<file path="src/rtl/slave_rx_port_if.sv">
// Bus bundle between a serial master and slave_rx_port: handshake, serial
// header/data lines and the registered beat outputs.
interface slave_rx_port_if #(
  parameter int unsigned ADDR_WIDTH = 12,
  parameter int unsigned DATA_WIDTH = 8
);
  logic                  master_valid;
  logic                  read_en;
  logic                  write_en;
  logic                  rx_address;
  logic                  rx_burst;
  logic                  rx_data;
  logic                  slave_ready;
  logic                  rx_done;
  logic                  rx_write;
  logic                  rx_last;
  logic                  rx_err;
  logic [ADDR_WIDTH-1:0] address;
  logic [DATA_WIDTH-1:0] data;

  modport master (
    output master_valid, read_en, write_en, rx_address, rx_burst, rx_data,
    input  slave_ready, rx_done, rx_write, rx_last, rx_err, address, data
  );

  modport slave (
    input  master_valid, read_en, write_en, rx_address, rx_burst, rx_data,
    output slave_ready, rx_done, rx_write, rx_last, rx_err, address, data
  );
endinterface

</file>
<file path="src/rtl/slave_rx_port.sv">
// Serial slave receive port: handshake, LSB-first header deserialisation
// (address + burst length), then one strobe per read beat or per received
// write word, with auto-incrementing address and abort on master_valid drop.
module slave_rx_port #(
  parameter int unsigned ADDR_WIDTH  = 12,
  parameter int unsigned DATA_WIDTH  = 8,
  parameter int unsigned BURST_WIDTH = 8
) (
  input logic            clk,
  input logic            reset,
  slave_rx_port_if.slave bus
);
  localparam int unsigned HdrLen = (ADDR_WIDTH > BURST_WIDTH) ? ADDR_WIDTH : BURST_WIDTH;
  localparam int unsigned HCW    = $clog2(HdrLen + 1);
  localparam int unsigned DCW    = (DATA_WIDTH > 1) ? $clog2(DATA_WIDTH) : 1;
  localparam int unsigned BCW    = BURST_WIDTH + 1;

  localparam logic [HCW-1:0] HdrLast  = HCW'(HdrLen - 1);
  localparam logic [HCW-1:0] AddrLim  = HCW'(ADDR_WIDTH);
  localparam logic [HCW-1:0] BurstLim = HCW'(BURST_WIDTH);
  localparam logic [DCW-1:0] BitLast  = DCW'(DATA_WIDTH - 1);

  typedef enum logic [1:0] {StIdle, StHeader, StWdata, StRbeat} state_e;

  state_e                 state_q, state_d;
  logic [HCW-1:0]         hdr_cnt_q, hdr_cnt_d;
  logic [DCW-1:0]         bit_cnt_q, bit_cnt_d;
  logic [BCW-1:0]         beat_q, beat_d;
  // Header shift register, reused as the running beat address afterwards.
  logic [ADDR_WIDTH-1:0]  addr_q, addr_d;
  logic [BURST_WIDTH-1:0] burst_q, burst_d;
  logic [DATA_WIDTH-1:0]  wsh_q, wsh_d;
  logic                   is_write_q, is_write_d;

  logic                   slave_ready_q, slave_ready_d;
  logic                   rx_done_q, rx_done_d;
  logic                   rx_write_q, rx_write_d;
  logic                   rx_last_q, rx_last_d;
  logic                   rx_err_q, rx_err_d;
  logic [ADDR_WIDTH-1:0]  address_q, address_d;
  logic [DATA_WIDTH-1:0]  data_q, data_d;

  logic                   handshake, abort, hdr_sample, dir, beat_last;
  logic [HCW-1:0]         hdr_idx;

  // Next-state, datapath and registered-output decode.
  always_comb begin
    state_d       = state_q;
    hdr_cnt_d     = hdr_cnt_q;
    bit_cnt_d     = bit_cnt_q;
    beat_d        = beat_q;
    addr_d        = addr_q;
    burst_d       = burst_q;
    wsh_d         = wsh_q;
    is_write_d    = is_write_q;
    rx_done_d     = 1'b0;
    rx_write_d    = 1'b0;
    rx_last_d     = 1'b0;
    rx_err_d      = 1'b0;
    address_d     = address_q;
    data_d        = data_q;
    dir           = is_write_q;
    beat_last     = (beat_q == {1'b0, burst_q});

    handshake  = slave_ready_q && bus.master_valid && (bus.read_en ^ bus.write_en);
    abort      = (state_q != StIdle) && !bus.master_valid;
    hdr_sample = handshake || (state_q == StHeader);
    hdr_idx    = handshake ? '0 : hdr_cnt_q;

    if (abort) begin
      state_d  = StIdle;
      rx_err_d = 1'b1;
    end else if (hdr_sample) begin
      // The handshake cycle already carries header bit 0.
      if (handshake) begin
        is_write_d = bus.write_en;
        dir        = bus.write_en;
      end
      if (hdr_idx < AddrLim) begin
        addr_d = (addr_q >> 1) | (ADDR_WIDTH'(bus.rx_address) << (ADDR_WIDTH - 1));
      end
      if (hdr_idx < BurstLim) begin
        burst_d = (burst_q >> 1) | (BURST_WIDTH'(bus.rx_burst) << (BURST_WIDTH - 1));
      end
      hdr_cnt_d = hdr_idx + HCW'(1);
      state_d   = StHeader;
      if (hdr_idx == HdrLast) begin
        beat_d    = '0;
        bit_cnt_d = '0;
        if (dir) begin
          state_d = StWdata;
        end else begin
          // Read beat 0 goes out straight off the last header bit.
          rx_done_d = 1'b1;
          address_d = addr_d;
          rx_last_d = (burst_d == '0);
          if (burst_d == '0) begin
            state_d = StIdle;
          end else begin
            state_d = StRbeat;
            addr_d  = addr_d + ADDR_WIDTH'(1);
            beat_d  = BCW'(1);
          end
        end
      end
    end else if (state_q == StWdata) begin
      wsh_d = (wsh_q >> 1) | (DATA_WIDTH'(bus.rx_data) << (DATA_WIDTH - 1));
      if (bit_cnt_q == BitLast) begin
        bit_cnt_d  = '0;
        rx_done_d  = 1'b1;
        rx_write_d = 1'b1;
        rx_last_d  = beat_last;
        data_d     = wsh_d;
        address_d  = addr_q;
        if (beat_last) begin
          state_d = StIdle;
        end else begin
          addr_d = addr_q + ADDR_WIDTH'(1);
          beat_d = beat_q + BCW'(1);
        end
      end else begin
        bit_cnt_d = bit_cnt_q + DCW'(1);
      end
    end else if (state_q == StRbeat) begin
      rx_done_d = 1'b1;
      rx_last_d = beat_last;
      address_d = addr_q;
      if (beat_last) begin
        state_d = StIdle;
      end else begin
        addr_d = addr_q + ADDR_WIDTH'(1);
        beat_d = beat_q + BCW'(1);
      end
    end

    slave_ready_d = (state_d == StIdle);
  end

  // State and output registers with synchronous reset.
  always_ff @(posedge clk) begin
    if (reset) begin
      state_q       <= StIdle;
      hdr_cnt_q     <= '0;
      bit_cnt_q     <= '0;
      beat_q        <= '0;
      addr_q        <= '0;
      burst_q       <= '0;
      wsh_q         <= '0;
      is_write_q    <= 1'b0;
      slave_ready_q <= 1'b1;
      rx_done_q     <= 1'b0;
      rx_write_q    <= 1'b0;
      rx_last_q     <= 1'b0;
      rx_err_q      <= 1'b0;
      address_q     <= '0;
      data_q        <= '0;
    end else begin
      state_q       <= state_d;
      hdr_cnt_q     <= hdr_cnt_d;
      bit_cnt_q     <= bit_cnt_d;
      beat_q        <= beat_d;
      addr_q        <= addr_d;
      burst_q       <= burst_d;
      wsh_q         <= wsh_d;
      is_write_q    <= is_write_d;
      slave_ready_q <= slave_ready_d;
      rx_done_q     <= rx_done_d;
      rx_write_q    <= rx_write_d;
      rx_last_q     <= rx_last_d;
      rx_err_q      <= rx_err_d;
      address_q     <= address_d;
      data_q        <= data_d;
    end
  end

  assign bus.slave_ready = slave_ready_q;
  assign bus.rx_done     = rx_done_q;
  assign bus.rx_write    = rx_write_q;
  assign bus.rx_last     = rx_last_q;
  assign bus.rx_err      = rx_err_q;
  assign bus.address     = address_q;
  assign bus.data        = data_q;
endmodule

</file>
<file path="src/flat_wrapper.sv">
// flat-port wrapper written by rule: the top's interface ports become plain ports
module slave_rx_port_flat 
#(
  parameter int unsigned ADDR_WIDTH  = 12,
  parameter int unsigned DATA_WIDTH  = 8,
  parameter int unsigned BURST_WIDTH = 8
)
  (clk, reset, bus_master_valid, bus_read_en, bus_write_en, bus_rx_address, bus_rx_burst, bus_rx_data, bus_slave_ready, bus_rx_done, bus_rx_write, bus_rx_last, bus_rx_err, bus_address, bus_data);
  slave_rx_port_if #(.ADDR_WIDTH(ADDR_WIDTH), .DATA_WIDTH(DATA_WIDTH)) bus_i ();
  input logic clk;
  input logic reset;
  input wire logic [$bits(bus_i.master_valid)-1:0] bus_master_valid;
  input wire logic [$bits(bus_i.read_en)-1:0] bus_read_en;
  input wire logic [$bits(bus_i.write_en)-1:0] bus_write_en;
  input wire logic [$bits(bus_i.rx_address)-1:0] bus_rx_address;
  input wire logic [$bits(bus_i.rx_burst)-1:0] bus_rx_burst;
  input wire logic [$bits(bus_i.rx_data)-1:0] bus_rx_data;
  output wire logic [$bits(bus_i.slave_ready)-1:0] bus_slave_ready;
  output wire logic [$bits(bus_i.rx_done)-1:0] bus_rx_done;
  output wire logic [$bits(bus_i.rx_write)-1:0] bus_rx_write;
  output wire logic [$bits(bus_i.rx_last)-1:0] bus_rx_last;
  output wire logic [$bits(bus_i.rx_err)-1:0] bus_rx_err;
  output wire logic [$bits(bus_i.address)-1:0] bus_address;
  output wire logic [$bits(bus_i.data)-1:0] bus_data;
  assign bus_i.master_valid = bus_master_valid;
  assign bus_i.read_en = bus_read_en;
  assign bus_i.write_en = bus_write_en;
  assign bus_i.rx_address = bus_rx_address;
  assign bus_i.rx_burst = bus_rx_burst;
  assign bus_i.rx_data = bus_rx_data;
  assign bus_slave_ready = bus_i.slave_ready;
  assign bus_rx_done = bus_i.rx_done;
  assign bus_rx_write = bus_i.rx_write;
  assign bus_rx_last = bus_i.rx_last;
  assign bus_rx_err = bus_i.rx_err;
  assign bus_address = bus_i.address;
  assign bus_data = bus_i.data;
  slave_rx_port #(.ADDR_WIDTH(ADDR_WIDTH), .DATA_WIDTH(DATA_WIDTH), .BURST_WIDTH(BURST_WIDTH)) u_core (.clk(clk), .reset(reset), .bus(bus_i));
endmodule
</file>
<file path="config.mk">
export PLATFORM = sky130hd
export DESIGN_NAME = slave_rx_port_flat
export DESIGN_NICKNAME = d
export VERILOG_FILES = /design/src/rtl/slave_rx_port_if.sv /design/src/rtl/slave_rx_port.sv /design/src/flat_wrapper.sv
export SDC_FILE = /design/constraint.sdc
export NUM_CORES = 1
export LEC_CHECK = 0
export CAP_MARGIN = 20
export CORE_UTILIZATION = 28
export DETAILED_ROUTE_END_ITERATION = 16
export GPL_TIMING_DRIVEN = 0
export SYNTH_ARGS = -nofsm -noshare
export SYNTH_HDL_FRONTEND = slang
export SYNTH_SLANG_ARGS = --single-unit
</file>
<file path="constraint.sdc">
create_clock -name clk -period 7.6 [get_ports clk]
set_clock_uncertainty 0.05 [all_clocks]
set_input_delay 1.52 -clock clk [delete_from_list [all_inputs] [get_ports clk]]
set_output_delay 1.52 -clock clk [all_outputs]
set_load 0.02 [all_outputs]
</file>
---- Yosys cells after proc, flatten, opt, wreduce, memory -nomap -nowiden ----
Index checks and enable logic that the tools add are counted.
cells by class
  $add $sub $neg .......................... 5
  order comparisons ....................... 2
  eq/ne operators ......................... 9
  mux-type cells .......................... 58
  bitwise operators ....................... 7
  reductions and logical operators ........ 19
operators with widths
  operator                 count
  $mux W12                 17
  $mux W9                  7
  $add A12 B1 Y12 const B  2
  $mux W8                  3
  $mux W2                  9
  $mux W1                  17
  $or A7 B8 Y8             2
  $mux W3                  4
  $or A11 B12 Y12          1
  $add A9 B1 Y9 const B    1
  $eq A9 B8 Y1             1
  $reduce_and A3 Y1        3
  $logic_not A8 Y1         1
  $lt A4 B4 Y1 const B     2
  $reduce_and A4 Y1        2
  $reduce_and A5 Y1        1
  $add A4 B1 Y4 const B    1
  $eq A2 B2 Y1 const B     2
  $eq A4 B4 Y1 const B     1
  $mux W4                  1
  $ne A2 B2 Y1 const B     2
  $reduce_bool A2 Y1       2
  $reduce_or A4 Y1         1
  $add A3 B1 Y3 const B    1
  12 further kinds         16
storage, ports and cells
  bits in registers ....................... 72
  input bits .............................. 8
  output and inout bits ................... 25
  logic and storage cells ................. 115

---- Longest topological paths before layout ----
Gate-level depths: netlist (run 1).
  depth in word-level cells ............... 14
  mapped depth ............................ 13
  mapped depth without buffers ............ 10

---- Worst setup path after synthesis (run 1) ----
OpenSTA, ideal clock, no wires.
  path kind ............................... input -> register
  from .................................... in bus_master_valid
  to ...................................... reg u_core.addr_q[5]
  library setup time ...................... 0.103 ns
  arrival time ............................ 3.775 ns
  required time ........................... 7.447 ns
  slack ................................... 3.672 ns
  stages on the path ...................... 12
  buffers on the path ..................... 2
  cell sequence ........................... buf_2 and2_4 buf_4 nand2_1 and2_1 ha_1 nand3b_1 a211oi_4 nand2_1 o31ai_1 a21oi_1 a2111oi_2
between the ends
  cells in the longest elaborated chain, start to end .. 12
  elaborated cells on any way between the ends .. 28
  those cells by class .................... add/sub: 1; order compare: 2; eq/ne: 2; mux: 14; bitwise: 1; reduce/logical: 8
ends and longest elaborated chain
  item                                                 line                                       text
  start, declared                                      flat_wrapper.sv:12                         input wire logic [$bits(bus_i.master_valid)-1:0] bus_master_valid;
  $logic_and A1 B1 Y1 (2 in a row)                     slave_rx_port.sv:65                        handshake = slave_ready_q && bus.master_valid && (bus.read_en ^ bus.write_en);
  $mux W4                                              slave_rx_port.sv:68                        hdr_idx = handshake ? '0 : hdr_cnt_q;
  $lt A4 B4 Y1 (on tied branches)                      slave_rx_port.sv:79, slave_rx_port.sv:82
  $mux W12 or $mux W8 (tied branches)                  slave_rx_port.sv:79, slave_rx_port.sv:82
  $mux W12 or $mux W8 (tied branches)                  slave_rx_port.sv:73                        end else if (hdr_sample) begin
  $mux W12 or $mux W8 (tied branches)                  slave_rx_port.sv:70                        if (abort) begin
  $add A12 B1 Y12 or $logic_not A8 Y1 (tied branches)  slave_rx_port.sv:101, slave_rx_port.sv:97
  $mux W12                                             slave_rx_port.sv:97                        if (burst_d == '0) begin
  $mux W12                                             slave_rx_port.sv:90                        if (dir) begin
  $mux W12                                             slave_rx_port.sv:87                        if (hdr_idx == HdrLast) begin
  $mux W12                                             slave_rx_port.sv:73
  end signal, assigned                                 slave_rx_port.sv:162                       addr_q <= addr_d;
  end, declared                                        slave_rx_port.sv:30                        logic [ADDR_WIDTH-1:0] addr_q, addr_d;
Several ways; a longest one is shown, not always the timed one. The select of a mux whose other input is x is not followed.
A chain may end at the register's enable or synchronous reset.

---- Final worst setup path (run 1) ----
  from .................................... in bus_write_en
  to ...................................... reg u_core.addr_q[5]
between the ends
  cells in the longest elaborated chain, start to end .. 12
  elaborated cells on any way between the ends .. 25
  those cells by class .................... add/sub: 1; order compare: 2; eq/ne: 2; mux: 14; bitwise: 1; reduce/logical: 5
ends and longest elaborated chain
  item                                                 line                                       text
  start, declared                                      flat_wrapper.sv:14                         input wire logic [$bits(bus_i.write_en)-1:0] bus_write_en;
  $xor A1 B1 Y1                                        slave_rx_port.sv:65
  $logic_and A1 B1 Y1                                  slave_rx_port.sv:65
  $mux W4                                              slave_rx_port.sv:68
  $lt A4 B4 Y1 (on tied branches)                      slave_rx_port.sv:79, slave_rx_port.sv:82
  $mux W12 or $mux W8 (tied branches)                  slave_rx_port.sv:79, slave_rx_port.sv:82
  $mux W12 or $mux W8 (tied branches)                  slave_rx_port.sv:73
  $mux W12 or $mux W8 (tied branches)                  slave_rx_port.sv:70
  $add A12 B1 Y12 or $logic_not A8 Y1 (tied branches)  slave_rx_port.sv:101, slave_rx_port.sv:97
  $mux W12                                             slave_rx_port.sv:97
  $mux W12                                             slave_rx_port.sv:90
  $mux W12                                             slave_rx_port.sv:87
  $mux W12                                             slave_rx_port.sv:73
Several ways; a longest one is shown, not always the timed one. The select of a mux whose other input is x is not followed.

==> results of run 1 <==
## per-layer routing
layer	part of all wire	up-vias
met5	0	-
met3	0.048	17
met4	0.022	0
met2	0.48	102
met1	0.45	1777
li1	-	1796
## cells in the mapped netlist (6+ instances only)
master,n
sky130_fd_sc_hd__nand3_1,20
sky130_fd_sc_hd__nor3_1,10
sky130_fd_sc_hd__o21ai_0,16
sky130_fd_sc_hd__and3_1,6
sky130_fd_sc_hd__nand2_1,58
sky130_fd_sc_hd__o211ai_1,9
sky130_fd_sc_hd__clkbuf_1,18
sky130_fd_sc_hd__buf_2,7
sky130_fd_sc_hd__nor2_1,58
sky130_fd_sc_hd__a21oi_1,43
sky130_fd_sc_hd__mux2i_1,35
sky130_fd_sc_hd__xor2_1,19
sky130_fd_sc_hd__ha_1,6
sky130_fd_sc_hd__nand3b_1,6
sky130_fd_sc_hd__dfxtp_1,71
## registers in the layout, summed over array words and instances (netlist names)
signal,cells
u_core.beat_q,9
u_core.bus.rx_done,1
u_core.hdr_cnt_q,4
u_core.bit_cnt_q,3
u_core.wsh_q,7
u_core.bus.data,8
u_core.bus.rx_err,1
u_core.bus.rx_last,1
u_core.addr_q,12
u_core.bus.rx_write,1
u_core.bus.slave_ready,1
u_core.bus.address,12
u_core.burst_q,8
u_core.is_write_q,1
u_core.state_q,2
## through the flow
stage               power [mW]  area (sq um)  setup WS [ns]  hold WS (ns)  cells
global placement         0.501          4520           2.76         0.394    689
floorplan                0.467          3990           3.67         0.381    479
finish                   0.987          4860           3.06         0.403    705
global route              1.02          4860           2.80         0.429    705
detailed placement       0.503          4520           2.75         0.397    689
CTS                      0.994          4860           3.08         0.405    705
## worst register-to-register path, stage by stage, from the launching register on
cell	delay, ns
sky130_fd_sc_hd__dfxtp_1	0.35
sky130_fd_sc_hd__and2_4	0.20
sky130_fd_sc_hd__buf_4	0.18
sky130_fd_sc_hd__nand2_1	0.25
sky130_fd_sc_hd__and2_1	0.18
sky130_fd_sc_hd__ha_1	0.18
sky130_fd_sc_hd__nand3b_1	0.18
sky130_fd_sc_hd__a211oi_4	0.39
sky130_fd_sc_hd__nand2_1	0.25
sky130_fd_sc_hd__o31ai_1	0.28
sky130_fd_sc_hd__a21oi_1	0.12
sky130_fd_sc_hd__a2111oi_2	0.37
## area by class of cell
type                            instances  area, sq um
Fill cell                            1477         9020
Multi-Input combinational cell        373         2400
Sequential cell                        71         1420
Timing Repair Buffer                   30          300
Clock buffer                           10          229
Tap cell                              180          225
Buffer                                 30          151
Clock inverter                          6          116
Inverter                                5         18.8
## path summary, 6_finish.rpt
| path | depth (start not counted) | slack (ns) | start | end |
|---|---|---|---|---|
| setup / recovery | 12 | 3.06 | bus_write_en | u_core.addr_q[5] |
| hold reg to reg | 2 | 0.40 | u_core.bus.data[5] | u_core.bus.data[5] |
| setup reg to reg | 11 | 4.52 | u_core.bus.slave_ready | u_core.addr_q[5] |
| hold / removal | 2 | 0.40 | u_core.bus.data[5] | u_core.bus.data[5] |
## kinds of logic (layout without fill, tap and decap cells)
| kind of cell | count (synthesis) | in the layout | share of synthesized area |
|---|---|---|---|
| flip-flops | 71 | 71 | 0.356 |
| buffers and inverters | 35 | 81 | 0.0426 |
| AND/OR/NAND/NOR | 190 | 190 | 0.231 |
| adder cells (fa/ha/maj) | 6 | 6 | 0.0188 |
| AO/OA/AOI/OAI | 117 | 117 | 0.204 |
| multiplexers | 38 | 38 | 0.0963 |
| XOR/XNOR | 22 | 22 | 0.0502 |
## power groups by stage
stage,registers [mW],logic [mW],clock network [mW]
3_5_place_dp,0.396,0.106,0
5_1_grt,0.389,0.118,0.513
6_report,0.388,0.108,0.491
3_3_place_gp,0.396,0.105,0
4_1_cts,0.388,0.107,0.498
2_1_floorplan,0.394,0.0734,0
==> results.ini, run 1 <==
[clock_network]
cts.root.buffer_cell = sky130_fd_sc_hd__clkbuf_16
cts_tree = built
numClockSinks = 71
cts_buffers = 9
clock_insertion_delay_worst_skew_ns = 0.34
cts.path.max_buffers = 2
clkSlewWorstSetupHoldPaths_ns = 0.06
cts.repair_timing.setup_buffer_count = 0
cts_hold_buffers = 0
clock_tree.htree_level_count = 3
postCtsResizedCells = 0

[power]
pwr-share-seq = 0.393
static-leakage-power_nw = 1.73
combinationalPowerShare = 0.109
clkPwrFrac = 0.497
power.switching_uw = 250
intPower_uw = 737
power_switching_share = 0.254
power.density_cell_area_nw_per_um2 = 203
power.ir.vdd_worst_v = 0.000150

[routing]
via_count = 3692
number_of_remaining_drc_errors = 0
avgRoutedWirePerCell_um = 16.1
number_of_nets_with_antenna_violations_after_routing = 0
viasPerCell = 5.24
drt_first_iter_violations = 192
drt-pass1-iter-count = 4
totalWireLength_mm = 11.4

[timing]
period_share = 0.597
layout_min_cycle_time_ns = 4.54
slew_violations = 0
hold_viol_final = 0
fin_tns_setup_ns = 0
final_setup_violating_endpoints = 0
setup_repair_after_global_routing_missed_its_margin = no
worst_relative_slew_slack = 0.382
max_freq_ghz = 0.220
worst_slew_pin_tran_ns = 0.928

[yosys]
post-synth-top-area-cell = sky130_fd_sc_hd__dfxtp_1
synth_warnings = 0
syn-num-nets = 493
post_synth.cell_area_avg_sq_um = 8.33
postSynth.topFlopCell = sky130_fd_sc_hd__dfxtp_1
synth_largest_type_area_fraction = 0.356
post_synth_num_cell_types = 65
post_synth_main_area_contributors = sky130_fd_sc_hd__dfxtp_1, sky130_fd_sc_hd__mux2i_1, sky130_fd_sc_hd__nand2_1, sky130_fd_sc_hd__nor2_1, sky130_fd_sc_hd__a21oi_1
asyncSetResetFlopFracSynth = 0
syn-cell-area_sq_um = 3990
synth_sequential_area_ratio = 0.356
synth_edf_count = 0
syn_inst = 479
ys_ff_latch = 71

[global_routing]
grt_use_total = 0.164
met3_track_demand_over_resource = 0.0371
overflow = 0
first_global_vias = 3657
largest_net_degree_at_the_start_of_global_routing = 14
gr-usage-met1 = 0.209
grt-busiest-layer = met2
met2_use_gr = 0.260
global_route_wire_length_before_repair_mm = 18.7
grt_antenna_before_repair = 0

[critical_path]
slowest_stage = sky130_fd_sc_hd__clkdlybuf4s50_1
worstSetupStartpointType = input port
setup.worst_path.class = input port to flip-flop
crit_chain = clkdlybuf4s50_1, xor2_2, buf_6, nand2_1, and2_1, ha_1, nand3b_1, a211oi_4, nand2_1, o31ai_1, a21oi_1, a2111oi_2
worstPathArrival_ns = 4.73
worstPathRequired_ns = 7.79
worstPathMaxFanout = 10
worst_path_largest_cell_delay_ns = 0.52
cp_num_buf_inv = 2
family_with_the_most_delay_on_the_worst_path = compound AO/OA/AOI/OAI gates
critical_path.most_common_cell = sky130_fd_sc_hd__nand2_1
worstSetupEndpointType = flip-flop

[floorplanning]
floorplan.die.width_um = 121
die_y_um = 121
floorplan.die_area_sq_um = 14700
top_level_ports = 33
start_util = 0.287
rows = 43
coreArea_sq_um = 13900

[placed_design]
hpwlAfterDp_mm = 8.27
portBuffers = 30
finalWeightedCongestion = 0.879

[job]
max_cap_viol_count = 0

[finish]
layout.core_utilization = 0.350
final_common_cell = sky130_fd_sc_hd__dfxtp_1
final_net_count = 534
diodes = 0
most-common-layout-cells = sky130_fd_sc_hd__dfxtp_1, sky130_fd_sc_hd__nand2_1, sky130_fd_sc_hd__nor2_1
syn_to_final_growth_pct = 21.8
drive_gt1_frac = 0.101

[run_status]
status = completed

[worst_hold_path]
tightest_hold_check_type = flip-flop to flip-flop

No activity file was read; power rests on OpenSTA's default activity.
==> run 2: changes to the inputs <==
Clock period 7.6 ns to 4.48 ns, I/O delays scaled along.
==> results of run 2 <==
The final DEF is identical to that of run 1. Status: completed.
Main changes from that run: setup slack after placement 2.75 ns -> 0.257 ns; setup slack after layout 3.06 ns -> 0.568 ns; register-to-register setup slack 4.52 ns -> 1.40 ns; total power 0.987 mW -> 1.67 mW; worst IR drop on VDD 0.000150 V -> 0.000254 V
==> run 3: changes to the inputs <==
Settings changed: PLACE_DENSITY set to 0.41.
==> results.ini, run 3 (synthesized netlist as in run 1, its figures left out) <==
[timing]
finalHoldWorstSlack_ns = 0.407
final_setup_violating_endpoints = 0
setup_slack_ns = 0.563
worst_slew_pin_tran_ns = 1.00
worst_relative_slew_slack = 0.332
slew_violations = 0
period_share = 0.874
setup_repair_after_global_routing_missed_its_margin = no
fin_tns_setup_ns = 0
hold_viol_final = 0
max_freq_ghz = 0.255
layout_min_cycle_time_ns = 3.92

[finish]
diodes = 0
syn_to_final_growth_pct = 20.9
drive_gt1_frac = 0.103
final_common_cell = sky130_fd_sc_hd__dfxtp_1
non_filler_cell_area_final_sq_um = 4820
most-common-layout-cells = sky130_fd_sc_hd__dfxtp_1, sky130_fd_sc_hd__nand2_1, sky130_fd_sc_hd__nor2_1
final_net_count = 534

[clock_network]
postCtsResizedCells = 0
cts_buffers = 9
cts_tree = built
clock_tree.htree_level_count = 3
numClockSinks = 71
cts.repair_timing.setup_buffer_count = 0
cts.path.max_buffers = 2
clock_insertion_delay_worst_skew_ns = 0.35
cts.root.buffer_cell = sky130_fd_sc_hd__clkbuf_16
cts_hold_buffers = 0
clkSlewWorstSetupHoldPaths_ns = 0.06

[routing]
drt-pass1-iter-count = 5
via_count = 3614
drt_first_iter_violations = 230
number_of_nets_with_antenna_violations_after_routing = 0
number_of_remaining_drc_errors = 0
avgRoutedWirePerCell_um = 17.4
totalWireLength_mm = 12.3
viasPerCell = 5.13

[power]
totalPowerFinal_mw = 1.59
power_switching_share = 0.283
static-leakage-power_nw = 1.71
intPower_mw = 1.14
power.density_cell_area_nw_per_um2 = 329
power.ir.vdd_worst_v = 0.000189
clkPwrFrac = 0.467
power.switching_uw = 449
combinationalPowerShare = 0.118
pwr-share-seq = 0.415

[floorplanning]
rows = 43
floorplan.die_area_sq_um = 14700
start_util = 0.287
top_level_ports = 33
floorplan.die.width_um = 121
die_y_um = 121
coreArea_sq_um = 13900

[placed_design]
detailedPlace.worstSlack_ns = 0.232
placedInstanceArea_sq_um = 4520
portBuffers = 30
hpwlAfterDp_mm = 8.86
finalWeightedCongestion = 0.840

[critical_path]
worstPathRequired_ns = 4.67
worstPathMaxFanout = 10
worst_path_largest_cell_delay_ns = 0.54
worstPathArrival_ns = 4.11
worstSetupStartpointType = input port
cp_num_buf_inv = 2
family_with_the_most_delay_on_the_worst_path = simple AND/OR/NAND/NOR gates
crit_chain = clkdlybuf4s50_1, xor2_2, buf_6, nand2_1, and2_1, ha_1, nand3b_1, a211oi_4, nand4_2, nor3b_1, xor2_1, a211oi_1
worstSetupEndpointType = flip-flop
setup.worst_path.class = input port to flip-flop
slowest_stage = sky130_fd_sc_hd__clkdlybuf4s50_1

[job]
max_cap_viol_count = 0

[global_routing]
first_global_vias = 3582
grt_use_total = 0.178
grt_antenna_before_repair = 0
global_route_wire_length_before_repair_mm = 19.6
overflow = 0
largest_net_degree_at_the_start_of_global_routing = 15

[worst_hold_path]
tightest_hold_check_type = flip-flop to flip-flop

[run_status]
status = completed

-- run 3: cell types whose count changed in the layout (fill, tap and decap cells not counted), sizes merged --
cell | before | now
clkinv | 2 | 3
clkbuf | 28 | 27
inv | 6 | 7
bufinv | 3 | 1
clkinvlp | 0 | 1
-- run 3: power by group through the flow --
stage	Combinational [mW]	Sequential (mW)	Clock (mW)
2_1_floorplan	0.125	0.669	0
3_3_place_gp	0.185	0.673	0
3_5_place_dp	0.186	0.673	0
4_1_cts	0.187	0.658	0.771
5_1_grt	0.205	0.661	0.791
6_report	0.188	0.659	0.742
-- run 3: worst reg2reg max path: cells and delay by family (launching register included) --
family	cells	cell delay (ns)
compound gates	2	0.70
xor+xnor	1	0.11
fa+ha+maj	1	0.19
buf+inv	1	0.18
flops	1	0.36
simple gates	6	1.42
-- run 3: final timing paths --
check | startpoint | endpoint | slack, ns | cells past startpoint
setup / recovery | bus_write_en | u_core.addr_q[6] | 0.56 | 12
hold / removal | u_core.wsh_q[1] | u_core.bus.data[0] | 0.41 | 2
hold reg to reg | u_core.wsh_q[1] | u_core.bus.data[0] | 0.41 | 2
setup reg to reg | u_core.bus.slave_ready | u_core.addr_q[6] | 1.39 | 11
-- run 3: stage by stage --
step | instances | utilization
after global routing | 705 | 0.347
final | 705 | 0.347
after global placement | 689 | 0.325
after CTS | 705 | 0.347
after detailed placement | 689 | 0.325
after floorplan | 479 | -
-- run 3: cell type report --
type                       instances  area [sq um]
clock buffer                       9           225
clock inverter                     7          81.3
timing repair buffer              30           300
tap                              180           225
buffer                            30           151
sequential                        71          1420
inverter                           5          18.8
fill                            1492          9060
multi-input combinational        373          2400
-- run 3: metal layers --
layer	track usage	vias to the layer above	routed length [um]
li1	-	1797	-
met1	0.236	1732	5970
met2	0.276	74	5640
met3	0.0451	11	543
met4	0.0664	0	134
met5	0	-	0
